**config.mk**
```make
export PLATFORM = sky130hd
export DESIGN_NAME = freq_meter_hertz
export DESIGN_NICKNAME = d
export VERILOG_FILES = /design/src/rtl/freq_meter_hertz.sv
export SDC_FILE = /design/constraint.sdc
export NUM_CORES = 1
export LEC_CHECK = 0
export ABC_AREA = 1
export ABC_CLOCK_PERIOD_IN_PS = 4500
export BUFFER_PORTS_ARGS = -buffer_cell sky130_fd_sc_hd__buf_4
export CAP_MARGIN = 20
export CORE_MARGIN = 5
export CORE_UTILIZATION = 40
export DETAILED_ROUTE_END_ITERATION = 8
export GPL_ROUTABILITY_DRIVEN = 0
export PLACE_DENSITY = 0.7
export SLEW_MARGIN = 20
export SYNTH_ARGS = -nofsm -noshare
export SYNTH_HDL_FRONTEND = slang
export SYNTH_SLANG_ARGS = --single-unit
```
**constraint.sdc**
```tcl
create_clock -name clk -period 4.5 [get_ports clk]
set_input_delay 0.9 -clock clk [delete_from_list [all_inputs] [get_ports clk]]
set_output_delay 0.9 -clock clk [all_outputs]
set_load 0.01 [all_outputs]
```
**src/rtl/freq_meter_hertz.sv**
```systemverilog
// Gate-window frequency meter: counts synchronized rising edges of sigIn per GATE_CYCLES window.
// Optional period measurement between consecutive rising edges when FREQ_METER_PERIOD_EN is defined.
module freq_meter_hertz #(
    parameter int unsigned CLK_FREQ    = 12000000,
    parameter int unsigned GATE_HZ     = 1,
    parameter int unsigned COUNT_WIDTH = 24,
    parameter int unsigned SYNC_STAGES = 2
) (
    input  logic                   clk,
    input  logic                   nRst,
    input  logic                   enable,
    input  logic                   sigIn,
    output logic [COUNT_WIDTH-1:0] edgeCount,
    output logic                   countValid,
    output logic                   overflow,
    output logic [COUNT_WIDTH-1:0] periodCycles,
    output logic                   periodValid
);

    localparam int unsigned GATE_CYCLES = CLK_FREQ / GATE_HZ;
    localparam int unsigned GATE_W      = (GATE_CYCLES > 1) ? $clog2(GATE_CYCLES) : 1;
    localparam logic [GATE_W-1:0]      GATE_LAST = GATE_W'(GATE_CYCLES - 1);
    localparam logic [COUNT_WIDTH-1:0] COUNT_MAX = '1;

    logic [SYNC_STAGES-1:0] sync_q;
    logic                   prev_q;
    logic                   edge_c;

    logic [GATE_W-1:0]      gate_q, gate_d;
    logic [COUNT_WIDTH-1:0] acc_q, acc_d, acc_sum;
    logic                   sat_q, sat_d, sat_sum;
    logic [COUNT_WIDTH-1:0] edge_count_q, edge_count_d;
    logic                   count_valid_q, count_valid_d;
    logic                   overflow_q, overflow_d;

    // Input synchronizer and rising-edge detect; runs independently of enable
    always_ff @(posedge clk) begin
        if (!nRst) begin
            sync_q <= '0;
            prev_q <= 1'b0;
        end else begin
            sync_q <= {sync_q[SYNC_STAGES-2:0], sigIn};
            prev_q <= sync_q[SYNC_STAGES-1];
        end
    end

    assign edge_c = sync_q[SYNC_STAGES-1] & ~prev_q;

    // Gate window, accumulator and result publication
    always_comb begin
        gate_d        = gate_q;
        acc_d         = acc_q;
        sat_d         = sat_q;
        edge_count_d  = edge_count_q;
        overflow_d    = overflow_q;
        count_valid_d = 1'b0;
        acc_sum       = acc_q;
        sat_sum       = sat_q;

        if (edge_c) begin
            if (acc_q == COUNT_MAX) begin
                sat_sum = 1'b1;
            end else begin
                acc_sum = acc_q + COUNT_WIDTH'(1);
            end
        end

        if (!enable) begin
            gate_d = '0;
            acc_d  = '0;
            sat_d  = 1'b0;
        end else if (gate_q == GATE_LAST) begin
            // Terminal cycle: an edge landing here still belongs to the closing window
            gate_d        = '0;
            edge_count_d  = acc_sum;
            overflow_d    = sat_sum;
            count_valid_d = 1'b1;
            acc_d         = '0;
            sat_d         = 1'b0;
        end else begin
            gate_d = gate_q + GATE_W'(1);
            acc_d  = acc_sum;
            sat_d  = sat_sum;
        end
    end

    always_ff @(posedge clk) begin
        if (!nRst) begin
            gate_q        <= '0;
            acc_q         <= '0;
            sat_q         <= 1'b0;
            edge_count_q  <= '0;
            overflow_q    <= 1'b0;
            count_valid_q <= 1'b0;
        end else begin
            gate_q        <= gate_d;
            acc_q         <= acc_d;
            sat_q         <= sat_d;
            edge_count_q  <= edge_count_d;
            overflow_q    <= overflow_d;
            count_valid_q <= count_valid_d;
        end
    end

    assign edgeCount  = edge_count_q;
    assign countValid = count_valid_q;
    assign overflow   = overflow_q;

`ifdef FREQ_METER_PERIOD_EN
    logic [COUNT_WIDTH-1:0] per_cnt_q, per_cnt_d;
    logic [COUNT_WIDTH-1:0] period_q, period_d;
    logic                   seen_q, seen_d;
    logic                   pvalid_q, pvalid_d;

    // Cycles between consecutive rising edges; the first edge after enable only arms it
    always_comb begin
        per_cnt_d = per_cnt_q;
        period_d  = period_q;
        seen_d    = seen_q;
        pvalid_d  = 1'b0;

        if (!enable) begin
            per_cnt_d = '0;
            period_d  = '0;
            seen_d    = 1'b0;
        end else if (edge_c) begin
            per_cnt_d = COUNT_WIDTH'(1);
            seen_d    = 1'b1;
            if (seen_q) begin
                period_d = per_cnt_q;
                pvalid_d = 1'b1;
            end
        end else if (per_cnt_q != COUNT_MAX) begin
            per_cnt_d = per_cnt_q + COUNT_WIDTH'(1);
        end
    end

    always_ff @(posedge clk) begin
        if (!nRst) begin
            per_cnt_q <= '0;
            period_q  <= '0;
            seen_q    <= 1'b0;
            pvalid_q  <= 1'b0;
        end else begin
            per_cnt_q <= per_cnt_d;
            period_q  <= period_d;
            seen_q    <= seen_d;
            pvalid_q  <= pvalid_d;
        end
    end

    assign periodCycles = period_q;
    assign periodValid  = pvalid_q;
`else
    assign periodCycles = '0;
    assign periodValid  = 1'b0;
`endif

endmodule

```
==> reports/results.txt <==
The Yosys step of the flow raised 0 warnings. During I/O placement, the number of pins put on the boundary was 55. Number of different library cells in the post-synthesis netlist: 28.

The post-detailed-route count of antenna-violating nets is 0. The clock-pin slew on the worst setup and hold paths was 0.08 ns; the average vias per placed instance was 4.80. The tools report the detailed-placement wirelength estimate as 6.82 mm. In the final routed layout, each cell accounts on average for 11.6 um. For the final database, setup skew stands at 0.0120 ns. The logs give 0.383 for the sequential cell area fraction in the yosys report and 0.150 for the global router's overall resource usage. The multiplexer fraction of the synthesized cell area was 0; the via count of the first global-routing pass was 3,608.

The total number of clock tree sinks was 78; the longest individual stage delay on the worst path was 0.68 ns. Fraction of synthesized cell area taken by the top area cell type: 0.383. The synthesized design contains 78 register bits.

The leakage power of the design came out at 1.89 nW. The met2 track utilization from global routing was 0.269. The average instance area after synthesis came out at 6.48 sq um.

Initial detailed-routing violation count: 170. The share of the clock period used by the worst path after layout was 0.570. The final number of hold-violating endpoints is 0. In this run the worst path has a maximum fanout of 45. Global-route layer with the greatest usage: met2. The first detailed-routing pass ran for 5 iterations. The tools report the detailed-route via count as 3,809. The number of buffers inserted during clock tree synthesis was 9; the routing usage on met1 was 0.175.

The synthesized netlist occupies a cell area of 0.00408 sq mm. Entering global routing, the biggest net connects 46 pins. Derived from the worst setup path, the maximum achievable clock frequency is 390 MHz.

The max-capacitance violation count is 0, and the count of buffers from port buffering is 29. After detailed routing, the number of remaining DRC violations is 0. The number of flops mapped to enable cells by yosys works out to 0. After clock tree synthesis, the flow added hold-fix buffers numbering 0. The final max-slew violation count was 0. The count of antenna diodes in the layout came out at 0. Post-CTS repair changed the size of 0 cells. Final design area excluding fillers: 0.00453 sq mm. The post-synthesis xor/xnor area fraction works out to 0.0258. Total die area: 0.0123 sq mm.

The worst setup path is launched from a flip-flop. The number of antenna violations at the first check in global routing is 0. In this run the worst hold path is classified as reg2reg.

The critical path goes through ha_1, nand2_1, inv_2, nand2_2, nor3_4, nand3_2, nand2_2, inv_1, o21ai_0, a21oi_1. The total overflow left after global routing is 0. After the last flow step, the layout net total stands at 662. The prevailing post-synth register cell was dfxtp_1. The type of the worst setup path was reg2reg. The share of synthesized cell area in and, or, nand and nor gates is 0.391, and the number of instances in the synthesized netlist is 630. The end-of-flow core utilization came out at 0.459.

The fraction of the mapped netlist area in adder cells came out at 0.00613. The width of the chip was 111 um. After floorplanning, the core was divided into 36 placement rows. Hold timing on the final database bottoms out at a slack of 0.436 ns.

In the layout the commonest cells are nand2_1 (168), nor2_1 (104), inv_1 (82), dfxtp_1 (78), nand3_1 (60). The logs give 3 for the count of H-tree levels built during CTS and 0 for the post-CTS setup buffer count. Setup total negative slack on the finished layout was measured at 0 ns.

The run gives 0.0284 as the met3 demand-to-capacity share in global routing. The data required time of the worst path was 4.73 ns. Setup repair after global routing left no endpoint under its margin. For the worst-skew pair, the clock arrives at the later sink with an insertion delay of 0.35 ns. Counting along the longest clock path gives a buffer depth of 2.

The area growth from synthesis to layout is 10.9%. Summing all placed instances gives a cell area of 0.00429 sq mm. The run finished with clean final reports.

TritonCTS built the clock tree. For the pin with the worst max-slew slack, the measured transition is 0.886 ns. For the number of setup violations in the final report, the log shows 0.

The compound-gate portion of the synthesized area came out at 0.0521. By area, the combinational part of the netlist is dominated by simple AND/OR/NAND/NOR gates. Dividing total power by cell area gives a power density of 299 mW/mm^2.

Wires add up to 9.24 mm. The layout cell share with drive strength beyond 1 came out at 0.0833. Global-route wire length before repair: 15.7 mm. Cell seen most often among critical-path stages: nand2_2. Data arrives at the worst endpoint at 2.79 ns. By area the synthesized netlist is led by dfxtp_1 (38%), nand2_1 (15%), nor2_1 (9.6%). The logs give 0.407 for the tightest slew margin relative to the limit and 0.00986 sq mm for the total core area. The worst setup path is captured at a flip-flop.

Count of filler cells inserted in the layout: 1,008. The worst path in the final design needs a cycle of 2.56 ns, including I/O delays and setup. In this run the clock root is driven by a clkbuf_8. Proportion of synthesized flip-flops having asynchronous set or reset: 0. The slowest stage of the critical path is the nand2_2 cell.

The worst-case IR drop observed on VDD is 0.000163 V. The starting utilization of the core area was 0.414. The most area-hungry cell type in the Yosys netlist is dfxtp_1. The library cell used most frequently in the layout, excluding fill and tap cells, is nand2_1. The vertical die dimension is 111 um.
==> metrics by stage <==
stage                     total power (W)  worst slack, ns  instances
after floorplan                  0.000751             2.73        654
after global placement           0.000741             2.07        778
after detailed placement         0.000742             1.95        778
after CTS                         0.00137             1.92        793
after global routing              0.00139             1.63        793
final                             0.00135             1.94        793
==> power breakdown <==
part / switching (W) / internal [W] / leakage, nW / total, W
logic: 0.0000281 / 0.00000447 / 1.14 / 0.0000326
clock network: 0.000247 / 0.000380 / 0.119 / 0.000627
registers: 0.00000170 / 0.000692 / 0.629 / 0.000693
total: 0.000277 / 0.00108 / 1.89 / 0.00135
==> worst max-delay path, delay by kind of cell (launching register included) <==
family                     cells  cell delay, ns
AOI/OAI and AO/OA              2            0.20
adders and majority gates      1            0.24
buffers and inverters          2            0.32
DFF                            1            0.42
and+or+nand+nor                5            1.27
==> final timing paths <==
path	startpoint	endpoint	slack (ns)	cells past startpoint
min	sync_q[1]	prev_q	0.44	2
max reg2reg	gate_q[0]	gate_q[11]	1.94	10
min reg2reg	sync_q[1]	prev_q	0.44	2
max	gate_q[0]	gate_q[11]	1.94	10
==> cell type report <==
class	count	area, sq um	area share
flip-flops and latches	78	1560	0.345
clock inverters	4	95.1	0.0210
inverters	83	312	0.0688
clock buffers	11	141	0.0312
multi-input cells	455	2030	0.449
well taps	133	166	0.0368
repair buffers	29	218	0.0481
==> registers in the layout, indices dropped and copies added (netlist names) <==
| name | cells |
|---|---|
| prev_q | 1 |
| sync_q | 2 |
| sat_q | 1 |
| edgeCount | 24 |
| countValid | 1 |
| overflow | 1 |
| gate_q | 24 |
| acc_q | 24 |
==> synth_stat cells, types with 2 or more instances <==
cell type  instances
nand4_1           16
ha_1               2
nand2_2            2
nand3b_1           2
nor2_1           104
nor3_1            10
clkbuf_1           3
inv_1             82
nand3_1           60
a21oi_1           35
buf_4             27
nand2_1          168
or2_2              5
o21ai_0            6
nor3b_1            2
buf_2              6
buf_6              2
dfxtp_1           78
xnor2_1            3
xor2_1             9
==> routing by layer <==
metal  part of all wire  up-vias
met5                  0        -
met4              0.018        0
met3              0.063       16
met2               0.50      118
met1               0.42     1704
li1                   -     1971
==> logic make-up (layout without fill, tap and decap cells) <==
family	count (synthesis)	count (layout)
AND/OR/NAND/NOR	374	374
other	1	25
XOR/XNOR	12	12
adder cells (fa/ha/maj)	2	2
AO/OA/AOI/OAI	42	42
buffers and inverters	121	127
flip-flops	78	78
(Power assumes the default switching activity.)
